===== config.mk =====
export PLATFORM = sky130hd
export DESIGN_NAME = adder_8_bits
export DESIGN_NICKNAME = d
export VERILOG_FILES = /design/src/rtl/adder_8_bits.sv
export SDC_FILE = /design/constraint.sdc
export NUM_CORES = 1
export LEC_CHECK = 0
export BUFFER_PORTS_ARGS = -buffer_cell sky130_fd_sc_hd__buf_2
export CAP_MARGIN = 0
export CORE_AREA = 5 5 42 44
export CTS_CLUSTER_SIZE = 25
export DETAILED_ROUTE_END_ITERATION = 12
export DIE_AREA = 0 0 47 49
export PLACE_DENSITY = 0.75
export SLEW_MARGIN = 20
export SYNTH_ARGS = -nofsm -noshare
export SYNTH_HDL_FRONTEND = slang
export SYNTH_SLANG_ARGS = --single-unit

===== constraint.sdc =====
create_clock -name clk -period 4.5 [get_ports clk]
set_input_delay 0.675 -clock clk [delete_from_list [all_inputs] [get_ports clk]]
set_output_delay 0.675 -clock clk [all_outputs]
set_load 0.01 [all_outputs]

===== src/rtl/adder_8_bits.sv =====
// adder_8_bits: registered WIDTH-bit two's-complement ripple-carry adder.
// Ports: clk, rst_n (sync, active low), x/y operands [1:WIDTH] (bit 1 = MSB),
//   sum [1:WIDTH] registered result, ovf signed overflow, cout unsigned carry.
// Optional: define ADDER_SAT_EN for signed saturation of sum on overflow.
module adder_8_bits #(
   parameter int WIDTH = 8
) (
   input  logic           clk,
   input  logic           rst_n,
   input  logic [1:WIDTH] x,
   input  logic [1:WIDTH] y,
   output logic [1:WIDTH] sum,
   output logic           ovf,
   output logic           cout
);

   // carry[i+1] feeds cell i; carry[WIDTH+1] is the chain's carry-in.
   logic [1:WIDTH+1] carry;
   logic [1:WIDTH]   raw_sum;
   logic             raw_ovf;

   logic [1:WIDTH]   sum_d, sum_q;
   logic             ovf_d, ovf_q;
   logic             cout_d, cout_q;

   assign carry[WIDTH+1] = 1'b0;

   for (genvar i = 1; i <= WIDTH; i++) begin : g_fa
      assign raw_sum[i] = x[i] ^ y[i] ^ carry[i+1];
      assign carry[i]   = (x[i] & y[i])
                        | (carry[i+1] & (x[i] ^ y[i]));
   end

   // carry into the MSB cell vs carry out of it
   assign raw_ovf = carry[1] ^ carry[2];

`ifdef ADDER_SAT_EN
   localparam logic [1:WIDTH] SAT_MAX = {1'b0, {(WIDTH-1){1'b1}}};
   localparam logic [1:WIDTH] SAT_MIN = {1'b1, {(WIDTH-1){1'b0}}};
`endif

   always_comb begin
      sum_d  = raw_sum;
      ovf_d  = raw_ovf;
      cout_d = carry[1];
`ifdef ADDER_SAT_EN
      // on overflow both operands share x's sign; clamp toward it
      if (raw_ovf) begin
         sum_d = x[1] ? SAT_MIN : SAT_MAX;
      end
`endif
   end

   always_ff @(posedge clk) begin
      if (!rst_n) begin
         sum_q  <= '0;
         ovf_q  <= 1'b0;
         cout_q <= 1'b0;
      end else begin
         sum_q  <= sum_d;
         ovf_q  <= ovf_d;
         cout_q <= cout_d;
      end
   end

   assign sum  = sum_q;
   assign ovf  = ovf_q;
   assign cout = cout_q;

endmodule


==> results of run 1 <==
-- state kept, by name (all words and copies together), names as in the netlist --
name / cells
sum: 8
cout: 1
ovf: 1
-- cells by family after synthesis --
family | count (synthesis) | synth area share
flip-flops | 10 | 0.443
XOR/XNOR | 1 | 0.0194
AND/OR/NAND/NOR | 10 | 0.141
buffers and inverters | 7 | 0.0582
adder cells (fa/ha/maj) | 8 | 0.338
-- final cells by class --
cell class	instances	share of cell area
multi-input combinational	19	0.358
sequential	10	0.318
timing repair buffer	27	0.215
tap	16	0.0318
clock buffer	3	0.0358
inverter	7	0.0417
-- power by group through the flow --
stage          sequential (mW)  clock (mW)  combinational [mW]
6_report                 0.101      0.0562              0.0485
4_1_cts                  0.101      0.0593              0.0505
5_1_grt                  0.102      0.0643              0.0565
2_1_floorplan            0.109           0              0.0191
3_3_place_gp             0.103           0              0.0480
3_5_place_dp             0.103           0              0.0505
-- synth_stat cells --
| master | n | area share |
|---|---|---|
| and2_1 | 7 | 0.097 |
| inv_1 | 7 | 0.058 |
| and2b_1 | 1 | 0.017 |
| nor2b_1 | 2 | 0.028 |
| ha_1 | 1 | 0.028 |
| fa_1 | 7 | 0.31 |
| dfxtp_1 | 10 | 0.44 |
| xnor2_1 | 1 | 0.019 |
-- metal layers --
layer  global-route usage  vias up  part of all wire
li1                     -      163                 -
met1               0.0797      143              0.30
met2                0.136       17              0.54
met3               0.0295        4              0.10
met4                0.111        0             0.053
met5                    0        -                 0
-- worst paths after layout --
kind	from	endpoint	slack, ns	cells after the start
setup / recovery	y[8]	sum[1]	0.91	13
hold / removal	rst_n	cout	0.71	2
-- per-stage QoR --
step	hold slack, ns	util
2_1_floorplan	0.797	-
3_3_place_gp	0.977	0.433
3_5_place_dp	0.978	0.433
4_1_cts	0.705	0.449
5_1_grt	0.721	0.449
6_report	0.708	0.449
==> flow_summary.toml, run 1 <==
[critical_path]
end_kind = "flop"
path_class = "primary input to flop"
cp_top_family = "adder cells"
required_ns = 4.70
critPathSlowestCell = "fa_1"
worstSetupStartpointType = "primary input"
path_cells = "buf_2, ha_1, fa_1, fa_1, fa_1, fa_1, inv_1, fa_1, inv_1, fa_1, inv_1, fa_1, nor2b_1"
critPathArrivalTime_ns = 3.78
crit_path_max_fanout = 2
path_buf_inv = 4
max_stage_delay_ns = 0.40
crit_top_cell = "fa_1"

[timing]
setup_ws_ns = 0.914
fin_crit_sh = 0.797
setup_viol = 0
drv_slew = 0
fmax_mhz = 279
min_period_ns = 3.59
rsz0062_at_grt = "no"
setup_tns_ns = 0
worst_slew_pin_slew_ns = 0.111
slew_headroom = 0.926
hold_viol_final = 0

[detailed_routing]
ant_nets = 0
totalWireLength_um = 817
drt-initial-drc-count = 1
routed-via-count = 327
drc_errors = 0
first_pass_iters = 2
via_per_inst = 3.99
drt-wirelength-per-cell_um = 9.96

[floorplanning]
die_h_um = 49
die-area_mm2 = 0.00230
pin_count = 28
initial_core_util = 0.322
rows = 14
core_mm2 = 0.00140
die_x_um = 47

[clock_tree]
cts_resized = 0
htreeDepth = 1
clockBufferDepth = 2
root_buffer = "clkbuf_4"
cts_setup_buffers = 0
cts_sinks = 10
path_clk_slew_ns = 0.06
cts_buffers = 3
tritoncts = "built"
hold_buffers = 0

[cells_and_area]
final_cell_area_um2 = 629
multi_input_area_um2 = 225
fillers = 155
register_area_um2 = 200
mostFrequentLayoutCells = "buf_2, dfxtp_1, inv_1, and2_1, fa_1"
drive_gt1_frac = 0.455
instances_no_fill = 82
layout.nets = 94
layout_commonest_cell = "buf_2"
antenna_cells = 0
syn_to_final_growth_pct = 39.3

[placed_design]
gp_congestion = 0.617
io_buffers = 27
placed_cells = 79
pre_cts_slack_ns = 0.610
dpl-instance-area_um2 = 607
dp.final_hpwl_um = 760

[pwr]
powerDensity_mw_per_mm2 = 327
finalPower_uw = 205
comb_power_share = 0.236
power.net_switching_uw = 50.7
clkPwrFrac = 0.273
seqPwrFrac = 0.491
intPower_uw = 155
p_leak_nw = 0.339
peakVddDrop_mv = 0.0758
switching_share = 0.247

[hold_path]
hold_class = "primary input to flop"

[logic_synthesis]
ys_ff_latch = 10
syn-cell-area_um2 = 452
ys_types = 8
syn_inst = 36
syn_area_per_cell_um2 = 12.5
ys_seq_area_frac = 0.443
ys_warn_count = 0
synth_fp_nets = 62

[global_routing]
grt_pass1_wl_mm = 1.35
grt_max_degree = 11
gr-total-overflow = 0
track_usage = 0.0905
antenna_found_initial = 0
grt_pass1_vias = 329

[job]
cap_violations = 0

[outcome]
outcome = "complete, no violations"
Power figures use the tool's default switching activity.
==> run 2: changes to the inputs <==
--- a/config.mk
+++ b/config.mk
@@ -11,7 +11,7 @@
 export CTS_CLUSTER_SIZE = 25
 export DETAILED_ROUTE_END_ITERATION = 12
 export DIE_AREA = 0 0 47 49
-export PLACE_DENSITY = 0.75
+export PLACE_DENSITY = 0.77
 export SLEW_MARGIN = 20
 export SYNTH_ARGS = -nofsm -noshare
 export SYNTH_HDL_FRONTEND = slang
==> constraint.sdc (replaced) <==
create_clock -name clk -period 2.9 [get_ports clk]
set_input_delay 0.435 -clock clk [delete_from_list [all_inputs] [get_ports clk]]
set_output_delay 0.435 -clock clk [all_outputs]
set_load 0.01 [all_outputs]
==> run 2 against run 1 <==
The run now ends with setup timing left. Utilization grew 4.6 points. Wire length shrank 0.49%. Die area did not move. Via count down 1.8%. Worst hold slack got worse by 0.22 ns. Sequential power up 54%.
==> flow_summary.toml, run 2 (same netlist as run 1, synthesis figures left out) <==
[critical_path]
critPathArrivalTime_ns = 3.24
path_cells = "buf_6, ha_4, fa_2, fa_2, fa_2, fa_2, inv_2, fa_2, inv_2, fa_2, inv_2, fa_2, nor2b_1"
critPathSlowestCell = "fa_2"
path_class = "primary input to flop"
worstSetupStartpointType = "primary input"
crit_path_max_fanout = 2
end_kind = "flop"
required_ns = 3.10
max_stage_delay_ns = 0.41
crit_top_cell = "fa_2"

[detailed_routing]
drc_errors = 0
first_pass_iters = 2
totalWireLength_um = 813
drt-wirelength-per-cell_um = 9.68
drt-initial-drc-count = 1
routed-via-count = 321
ant_nets = 0
via_per_inst = 3.82

[timing]
slew_headroom = 0.915
fin_crit_sh = 1.05
hold_viol_final = 0
rsz0062_at_grt = "yes"
worst_slew_pin_slew_ns = 0.127
drv_slew = 0
fmax_mhz = 329
setup_ws_ns = -0.139
min_period_ns = 3.04
setup_viol = 3

[placed_design]
io_buffers = 27
pre_cts_slack_ns = -0.440
dp.final_hpwl_um = 727
placed_cells = 80
gp_congestion = 0.671

[clock_tree]
path_clk_slew_ns = 0.06
clockBufferDepth = 2
cts_buffers = 3
root_buffer = "clkbuf_4"
tritoncts = "built"
htreeDepth = 1
cts_sinks = 10

[global_routing]
grt_max_degree = 11
gr-total-overflow = 0
antenna_found_initial = 0
grt_pass1_vias = 379
track_usage = 0.0899
grt_pass1_wl_mm = 1.43

[hold_path]
hold_class = "primary input to flop"

[cells_and_area]
layout.nets = 95
drive_gt1_frac = 0.632
instances_no_fill = 84
fillers = 147
syn_to_final_growth_pct = 53.5
antenna_cells = 0
final_core_util = 0.495
largest_register_ffs = 8
layout_commonest_cell = "buf_2"
mostFrequentLayoutCells = "buf_2, dfxtp_1, and2_1, fa_2, inv_1"

[pwr]
finalPower_uw = 359
peakVddDrop_mv = 0.176
p_leak_nw = 0.346
powerDensity_mw_per_mm2 = 518

[outcome]
violations = "setup timing"
outcome = "finished with violations"

[floorplanning]
pin_count = 28
die-area_mm2 = 0.00230
die_x_um = 47
initial_core_util = 0.322
rows = 14
die_h_um = 49
core_mm2 = 0.00140

[job]
cap_violations = 0
run 2: worst max-delay path, delay by kind of cell:
kind          cells  cell delay [ns]
simple gates      1             0.11
buf+inv           4             0.26
fa+ha+maj         8             2.45
run 2: timing repair:
item                       in CTS  in global routing
hold buffers                    0                  0
pin swaps                       1                  1
gates resized for setup         2                  0
setup endpoints to repair       3                  3
buffers inserted                0                  0
run 2: path summary, 6_finish.rpt:
path,endpoint,slack (ns),start,depth (start not counted)
max,sum[1],-0.14,y[8],13
min,cout,0.49,rst_n,2
run 2: layout make-up:
type	count	area [µm²]	area share
clock buffers	4	36.3	0.0523
inverters	7	26.3	0.0379
multi-input cells	19	255	0.368
flip-flops and latches	10	200	0.289
well taps	16	20.0	0.0289
repair buffers	28	155	0.224
run 2: through the flow:
step	area [µm²]	hold WS, ns	TNS (ns)
5_1_grt	693	0.484	-0.465
6_report	693	0.488	-0.216
2_1_floorplan	482	0.557	-0.563
3_3_place_gp	644	0.750	-1.13
3_5_place_dp	644	0.759	-1.25
4_1_cts	693	0.480	-0.203
run 2: metal layers:
metal	vias up	share of wire	global-route usage
met5	-	0	0
met4	0	0.026	0.0829
met3	2	0.081	0.0148
met2	13	0.59	0.156
met1	140	0.30	0.0803
li1	166	-	-
run 2: where the power goes:
part | total, mW | internal, mW | switching (mW) | leakage [nW]
sequential | 0.156 | 0.154 | 0.00288 | 0.0834
clock | 0.120 | 0.0761 | 0.0438 | 0.0210
combinational | 0.0826 | 0.0442 | 0.0383 | 0.242
total | 0.359 | 0.274 | 0.0850 | 0.346
